`src/rtl/hazard_ctrl_pkg.sv`:
```
// Shared constants, control-bundle type and output-pattern helpers for the
// pipeline hazard/sequencing controller.
package hazard_ctrl_pkg;

   localparam logic [1:0] RUN   = 2'd0;
   localparam logic [1:0] DRAIN = 2'd1;
   localparam logic [1:0] HALT  = 2'd2;

   localparam logic [5:0] HALT_OPCODE  = 6'b111111;
   localparam int         DRAIN_CYCLES = 3;
   localparam int         DRAIN_W      = $clog2(DRAIN_CYCLES + 1);

   typedef struct packed {
      logic pc_write;
      logic ifid_write;
      logic ifid_flush;
      logic idex_flush;
      logic exmem_flush;
      logic pipe_en;
   } ctrl_t;

   function automatic logic is_halt_opcode(input logic [5:0] opcode);
      return opcode == HALT_OPCODE;
   endfunction

   function automatic ctrl_t ctrl_idle();
      ctrl_t c;
      c = '0;
      return c;
   endfunction

   function automatic ctrl_t ctrl_run();
      ctrl_t c;
      c            = '0;
      c.pc_write   = 1'b1;
      c.ifid_write = 1'b1;
      c.pipe_en    = 1'b1;
      return c;
   endfunction

   // IF/ID keeps its enable so the NOP actually gets loaded on a redirect.
   function automatic ctrl_t ctrl_redirect();
      ctrl_t c;
      c             = '0;
      c.pc_write    = 1'b1;
      c.ifid_write  = 1'b1;
      c.ifid_flush  = 1'b1;
      c.idex_flush  = 1'b1;
      c.exmem_flush = 1'b1;
      c.pipe_en     = 1'b1;
      return c;
   endfunction

   function automatic ctrl_t ctrl_bubble();
      ctrl_t c;
      c            = '0;
      c.idex_flush = 1'b1;
      c.pipe_en    = 1'b1;
      return c;
   endfunction

   function automatic ctrl_t ctrl_reset();
      ctrl_t c;
      c             = '0;
      c.ifid_flush  = 1'b1;
      c.idex_flush  = 1'b1;
      c.exmem_flush = 1'b1;
      return c;
   endfunction

endpackage

```
`src/rtl/hazard_control_unit_load_use_detect.sv`:
```
// Combinational load-use compare between the load in ID/EX and the operands
// of the instruction in IF/ID; register $0 never creates a dependency.
module load_use_detect #(
   parameter int W = 5
) (
   input  logic         ex_mem_read,
   input  logic [W-1:0] ex_rt,
   input  logic [W-1:0] id_rs,
   input  logic [W-1:0] id_rt,
   output logic         hazard
);

   logic rs_match;
   logic rt_match;
   logic dest_live;

   always_comb begin
      dest_live = ex_rt != '0;
      rs_match  = ex_rt == id_rs;
      rt_match  = ex_rt == id_rt;
      hazard    = ex_mem_read && dest_live && (rs_match || rt_match);
   end

endmodule

```
`src/rtl/hazard_control_unit.sv`:
```
// Pipeline sequencing controller: load-use stalls, redirect squash,
// halt-and-drain and debug single-step for the 5-stage MIPS core.
module hazard_control_unit
   import hazard_ctrl_pkg::*;
#(
   parameter int W     = 5,
   parameter int CNT_W = 16
) (
   input  logic             clk,
   input  logic             reset,
   input  logic [W-1:0]     id_rs,
   input  logic [W-1:0]     id_rt,
   input  logic             id_halt,
   input  logic             ex_mem_read,
   input  logic [W-1:0]     ex_rt,
   input  logic             mem_pc_src,
   input  logic             dbg_mode,
   input  logic             dbg_step,
   output logic             pc_write,
   output logic             ifid_write,
   output logic             ifid_flush,
   output logic             idex_flush,
   output logic             exmem_flush,
   output logic             pipe_en,
   output logic             halted,
   output logic [CNT_W-1:0] stall_cycles
);

   logic [1:0]         state_q, state_d;
   logic [DRAIN_W-1:0] drain_cnt_q, drain_cnt_d;
   logic [CNT_W-1:0]   stall_cycles_q, stall_cycles_d;
   logic               hazard;
   logic               adv;
   ctrl_t              ctrl;

   load_use_detect #(
      .W(W)
   ) u_load_use_detect (
      .ex_mem_read(ex_mem_read),
      .ex_rt      (ex_rt),
      .id_rs      (id_rs),
      .id_rt      (id_rt),
      .hazard     (hazard)
   );

   // Nothing moves unless the pipeline is allowed to advance this cycle.
   always_comb begin
      state_d        = state_q;
      drain_cnt_d    = drain_cnt_q;
      stall_cycles_d = stall_cycles_q;
      ctrl           = ctrl_idle();
      adv            = (state_q != HALT) && (!dbg_mode || dbg_step);

      if (adv) begin
         case (state_q)
            RUN: begin
               if (mem_pc_src) begin
                  ctrl = ctrl_redirect();
               end else if (hazard) begin
                  ctrl = ctrl_bubble();
                  if (stall_cycles_q != {CNT_W{1'b1}}) begin
                     stall_cycles_d = stall_cycles_q + CNT_W'(1);
                  end
               end else if (id_halt) begin
                  ctrl        = ctrl_bubble();
                  state_d     = DRAIN;
                  drain_cnt_d = DRAIN_W'(DRAIN_CYCLES - 1);
               end else begin
                  ctrl = ctrl_run();
               end
            end
            DRAIN: begin
               if (mem_pc_src) begin
                  ctrl        = ctrl_redirect();
                  state_d     = RUN;
                  drain_cnt_d = '0;
               end else begin
                  ctrl = ctrl_bubble();
                  if (drain_cnt_q == '0) begin
                     state_d = HALT;
                  end else begin
                     drain_cnt_d = drain_cnt_q - DRAIN_W'(1);
                  end
               end
            end
            default: begin
               ctrl        = ctrl_idle();
               state_d     = RUN;
               drain_cnt_d = '0;
            end
         endcase
      end

      if (reset) begin
         ctrl = ctrl_reset();
      end
   end

   always_ff @(posedge clk) begin
      if (reset) begin
         state_q        <= RUN;
         drain_cnt_q    <= '0;
         stall_cycles_q <= '0;
      end else begin
         state_q        <= state_d;
         drain_cnt_q    <= drain_cnt_d;
         stall_cycles_q <= stall_cycles_d;
      end
   end

   assign pc_write     = ctrl.pc_write;
   assign ifid_write   = ctrl.ifid_write;
   assign ifid_flush   = ctrl.ifid_flush;
   assign idex_flush   = ctrl.idex_flush;
   assign exmem_flush  = ctrl.exmem_flush;
   assign pipe_en      = ctrl.pipe_en;
   assign halted       = !reset && (state_q == HALT);
   assign stall_cycles = stall_cycles_q;

endmodule

```
`config.mk`:
```
export PLATFORM = sky130hd
export DESIGN_NAME = hazard_control_unit
export DESIGN_NICKNAME = d
export VERILOG_FILES = /design/src/rtl/hazard_ctrl_pkg.sv /design/src/rtl/hazard_control_unit_load_use_detect.sv /design/src/rtl/hazard_control_unit.sv
export SDC_FILE = /design/constraint.sdc
export NUM_CORES = 1
export LEC_CHECK = 0
export ABC_AREA = 1
export CAP_MARGIN = 10
export CORE_MARGIN = 2
export CORE_UTILIZATION = 45
export CTS_BUF_LIST = sky130_fd_sc_hd__clkbuf_8
export CTS_CLUSTER_SIZE = 14
export DETAILED_ROUTE_END_ITERATION = 7
export PLACE_DENSITY = 0.76
export SLEW_MARGIN = 0
export SYNTH_ARGS = -nofsm -noshare
export SYNTH_HDL_FRONTEND = slang
export SYNTH_HIERARCHICAL = 1
export SYNTH_SLANG_ARGS = --single-unit
```
`constraint.sdc`:
```
create_clock -name clk -period 2.8 [get_ports clk]
set_input_delay 0.84 -clock clk [delete_from_list [all_inputs] [get_ports clk]]
set_output_delay 0.84 -clock clk [all_outputs]
set_load 0.1 [all_outputs]
```
======== Word level (Yosys, flattened, before mapping) ========
Index checks and enable logic that the tools add are counted.
operators by class
  $add $sub $neg .......................... 2
  equality and inequality tests ........... 11
  muxes and demuxes ....................... 19
  bitwise operators ....................... 1
  reductions and logical operators ........ 14
operator list
  cell                   number
  $mux 6                 6
  $mux 2                 10
  $add 16x1->16 const B  1
  $ne 16x16->1 const B   1
  $reduce_and 5->1       3
  $pmux 6 s2             1
  $eq 5x5->1             2
  $ne 2x2->1 const B     4
  $pmux 2 s2             2
  $ne 3x3->1 const B     2
  $reduce_bool 5->1      1
  $logic_and 1x1->1      4
  $logic_not 2->1        2
  $eq 2x1->1 const B     1
  $eq 2x2->1 const B     1
  $logic_not 1->1        2
  $logic_or 1x1->1       2
  $sub 2x1->2 const B    1
  $not 1->1              1
word-level totals
  register bits ........................... 20
  input bits .............................. 22
  output and inout port bits .............. 23
  word-level logic and storage cells ...... 50

======== Depth between registers and ports, before layout ========
  depth after elaboration ................. 8
  depth in mapped cells ................... 13
  mapped depth without buffers ............ 13

======== Cells and area by module ========
The synthesis kept the hierarchy.
modules (own cells, without submodules)
  module               times used  cells each  area each (µm²)  sequential area each (µm²)
  hazard_control_unit  1           209         1,356.3          400.4
  load_use_detect      1           45          195.2            0.0

======== Least setup slack after synthesis ========
Ideal clock, no wire load.
  kind .................................... input port to output port
  start point ............................. input port ex_rt[1]
  end point ............................... output port pc_write
  data arrival time ....................... 4.054 ns
  data required time ...................... 1.960 ns
  slack ................................... -2.094 ns
  stages .................................. 8
  path buffers ............................ 1
  cells stage by stage .................... inv_1 nand4_1 o21ai_0 a21oi_2 nor2_1 a21oi_1 nor3_1 buf_4
between the ends
  cells in the longest elaborated chain, start to end .. 8
  elaborated cells between the ends (all ways) .. 11
  classes of those cells .................. eq/ne: 2; mux: 5; reduce/logical: 4
RTL lines
  element                                                       RTL line                                   RTL
  start: declaration                                            hazard_control_unit.sv:15                  input logic [W-1:0] ex_rt,
  $eq 5x5->1, or another cell as far along                      hazard_control_unit_load_use_detect.sv:19  rs_match = ex_rt == id_rs;
  $logic_or 1x1->1 / $logic_and 1x1->1 (equally long branches)  hazard_control_unit_load_use_detect.sv:21  hazard = ex_mem_read && dest_live && (rs_match || rt_match);
  $logic_and 1x1->1 (*)                                         hazard_control_unit_load_use_detect.sv:21
  via hazard                                                    hazard_control_unit.sv:32                  logic hazard;
  $mux 6 (*)                                                    hazard_control_unit.sv:59                  end else if (hazard) begin
  $mux 6 (*)                                                    hazard_control_unit.sv:57                  if (mem_pc_src) begin
  $pmux 6 s2 (*)                                                hazard_control_unit.sv:55                  case (state_q)
  $mux 6 (*)                                                    hazard_control_unit.sv:54                  if (adv) begin
  $mux 6 (*)                                                    hazard_control_unit.sv:94                  if (reset) begin
  end: declaration                                              hazard_control_unit.sv:19                  output logic pc_write,
The timed path passes the listed nets; every way through them passes the cells marked *.

======== Worst setup path in the final report ========
  start point ............................. input port ex_rt[2]
  end point ............................... output port idex_flush
between the ends
  cells in the longest elaborated chain, start to end .. 8
  elaborated cells between the ends (all ways) .. 11
  classes of those cells .................. eq/ne: 2; mux: 5; reduce/logical: 4
RTL lines
  element                                                       RTL line                                   RTL
  $eq 5x5->1, or another cell as far along                      hazard_control_unit_load_use_detect.sv:19
  $logic_or 1x1->1 / $logic_and 1x1->1 (equally long branches)  hazard_control_unit_load_use_detect.sv:21
  $logic_and 1x1->1 (*)                                         hazard_control_unit_load_use_detect.sv:21
  via hazard                                                    hazard_control_unit.sv:32
  $mux 6 (*)                                                    hazard_control_unit.sv:59
  $mux 6 (*)                                                    hazard_control_unit.sv:57
  $pmux 6 s2 (*)                                                hazard_control_unit.sv:55
  $mux 6 (*)                                                    hazard_control_unit.sv:54
  $mux 6 (*)                                                    hazard_control_unit.sv:94
  end: declaration                                              hazard_control_unit.sv:22                  output logic idex_flush,
Marked as above.

==> impl_results.md <==
* Setup violators final at 3
* GRT Util Overall at between 10% and 20%
* Synth Cell Area at roughly 1600 sq um
* Slew HR at 78.2%
* Largest net degree at the start of global routing at 13
* Core ar. at ~3300 sq um
* CTS Root Cell: clkbuf_8
* Critical path class: input port to primary output
* CTS Sinks at 20
* Max Root-Sink Buffers at 2
* Crit path launch type: input port
* Max rail drop VDD at around 0.38 mV
* RR Endpoint: stall_cycles[2]$_SDFFE_PP0P_
* Area growth, synth to finish at 51.8%
* # diodes at 0
* Final period util at 102%
* Gr ovfl total at 0
* Chip Width at about 63 um
* Ports at 45
* Ys async rst share at 0%
* Placer Congestion at 0.867
* Setup ws final at -0.0554 ns
* Share of layout cells above drive strength 1 at 39.1%
* First-pass GRT wire length at 6310 um
* Avg Cell Area, Syn at 6.11 sq um
* Routed Antenna Nets at 0
* DR pass1 iterations at 4
* CTS tree: done
* Most numerous cell in the Yosys netlist: nand2_1
* Critical path origin: ex_rt[2]
* Layout fillers at 306
* Starting Density at 46.9%
* # hold bufs at CTS at 0
* Detailed Route WL at 3670 um
* Cell taking the most area after synthesis: dfxtp_1
* Die H at 62.7 um
* Final Total Pwr at 1100 uW
* Vias per cell at 4.70
* Fmax at 350 MHz
* Cell Pwr Density at 468 nW/um^2
* Hold WS at 0.481 ns
* Worst Setup End Kind: primary output
* Area contributors post-synth: dfxtp_1 (26%), nand2_1 (16%), nor2_1 (8.2%)
* Post-synthesis register bit count at 20
* LEAKAGE at 0.00104 uW
* Slew @ Worst Pin at 0.324 ns
* Worst reg2reg startpoint: stall_cycles[0]$_SDFFE_PP0P_
* Dpl ws at -0.555 ns
* Crit path to: idex_flush
* CP Max Fanout at 3
* Post-layout min period at about 2.9 ns
* R2R depth at 9
* Outcome: finished, violations left
* Required @ worst endpoint at 1.96 ns
* Clock skew at 0.00420 ns
* Max-Cap Viols at 0
* Routed WL per cell at 10.2 um
* Worst path arrival time at 2.02 ns
* Vias at approximately 1,700
* Finished Core Util at between 70 and 80%
* DRC violation count after routing at 0
* Yosys top cell area share at 25.8%
* FP Rows at 21
* Syn Inst Count at 254
* Post-route setup TNS at -0.102 ns
* Number of buffers created by CTS at 3
* Die area at 3930 sq um
* Synth Warn # at 6
* Post-synth top flop: dfxtp_1
* Vias in the first global route at 1,477
* PortBufs at 44
* Antenna violations before repair at 0
* Unrepaired setup endpoints after global routing: true
* Final hold violation count at 0
* Number of synthesized flops with an enable pin at 0
* DP HPWL at between 2000 and 3000 um
* CTS clk-pin slew, worst paths at about 0.070 ns
* R2r setup slk at 1.14 ns
* Final Slew Violations at 0
* Worst-skew pair later-pin latency at 0.26 ns
* Post-layout nets at between 300 and 400
* DRT iter0 DRCs at 65
* Synthesized Nets at 278
* Netlist cell types at 25
* Register area share after synthesis at 25.8%
* Commonest cells in the netlist: nand2_1 (68), nor2_1 (34), inv_1 (32)
* Max H-tree Level at 1
* Failing checks: setup timing
* Worst hold path class: register to register
==> sequential cells by signal (all words and copies together) (netlist names) <==
register,cells
state_q,2
drain_cnt_q,2
stall_cycles,16
==> layer usage <==
| layer | routed length (um) | track usage, % | vias up |
|---|---|---|---|
| met1 | 1650 | 24.9 | 751 |
| met4 | 57 | 8.06 | 0 |
| met5 | 0 | 0 | - |
| li1 | - | - | 900 |
| met2 | 1860 | 33.9 | 25 |
| met3 | 93 | 2.34 | 5 |
==> critical path: stages <==
cell     delay, ns
buf_8         0.10
inv_4         0.05
nand2_2       0.04
nand2_1       0.07
nor2_1        0.05
nand3_1       0.09
a21oi_2       0.08
buf_4         0.14
nor4_2        0.30
o21ai_4       0.09
buf_12        0.17
==> area by class of cell <==
type | instances | area (sq um) | area share, %
flip-flops and latches | 20 | 400 | 17.0
repair buffers | 61 | 629 | 26.7
clock buffers | 3 | 41.3 | 1.75
inverters | 40 | 183 | 7.76
well taps | 46 | 57.6 | 2.44
multi-input cells | 188 | 1040 | 44.3
==> through the flow <==
step	instance area, sq um	instances
6_report	2350	358
3_5_place_dp	2260	352
3_3_place_gp	2260	352
5_1_grt	2350	358
2_1_floorplan	1670	254
4_1_cts	2280	357
==> placed cells by master, fill, tap and decap left out, types with 2 or more instances in the layout <==
master           count
nor2_2               7
nand2_4              2
dfxtp_1             20
buf_2                4
nand2_2             22
buf_8                4
inv_6                2
nand4_1              5
nor2_4               4
nor2_1              30
ha_1                 2
o21ai_4              2
inv_2                7
xor2_1               4
nand2_1             61
dlygate4sd2_1        3
xnor2_1              5
buf_12               9
o21ai_1              5
clkdlybuf4s50_1      2
nand3_1             17
buf_4               31
clkbuf_8             3
nor3_1               2
a21oi_1              4
buf_6                7
a21oi_2             11
o21ai_0              2
inv_1               27
==> worst min-delay path by stage <==
stage	end	slack, ns	from	cells after the start
after global routing	drain_cnt_q[0]$_SDFFE_PP0P_	0.51	drain_cnt_q[0]$_SDFFE_PP0P_	2
after CTS	drain_cnt_q[0]$_SDFFE_PP0P_	0.48	drain_cnt_q[0]$_SDFFE_PP0P_	2
after floorplan	drain_cnt_q[0]$_SDFFE_PP0P_	0.44	drain_cnt_q[0]$_SDFFE_PP0P_	2
final	drain_cnt_q[0]$_SDFFE_PP0P_	0.48	drain_cnt_q[0]$_SDFFE_PP0P_	2
after detailed placement	drain_cnt_q[0]$_SDFFE_PP0P_	0.47	drain_cnt_q[0]$_SDFFE_PP0P_	2
after global placement	drain_cnt_q[0]$_SDFFE_PP0P_	0.45	drain_cnt_q[0]$_SDFFE_PP0P_	2
==> power breakdown <==
group	internal [uW]	switching, uW	leakage (uW)
Sequential	303	21.9	0.000162
Combinational	232	354	0.000853
Clock	96.0	93.8	0.0000216
==> kinds of logic after synthesis <==
family	share of synthesized area [%]
xor+xnor	5.08
compound gates	10.2
fa+ha+maj	1.61
simple gates	44.5
flops	25.8
buf+inv	12.8
==> repair_timing <==
action | 4_1_cts | 5_1_grt
gates cloned | 0 | 0
pin swaps | 21 | 8
setup buffers | 2 | 1
setup endpoints to repair | 6 | 5
gates resized for setup | 74 | 18
Note: power is estimated with default switching activity, not from simulation.
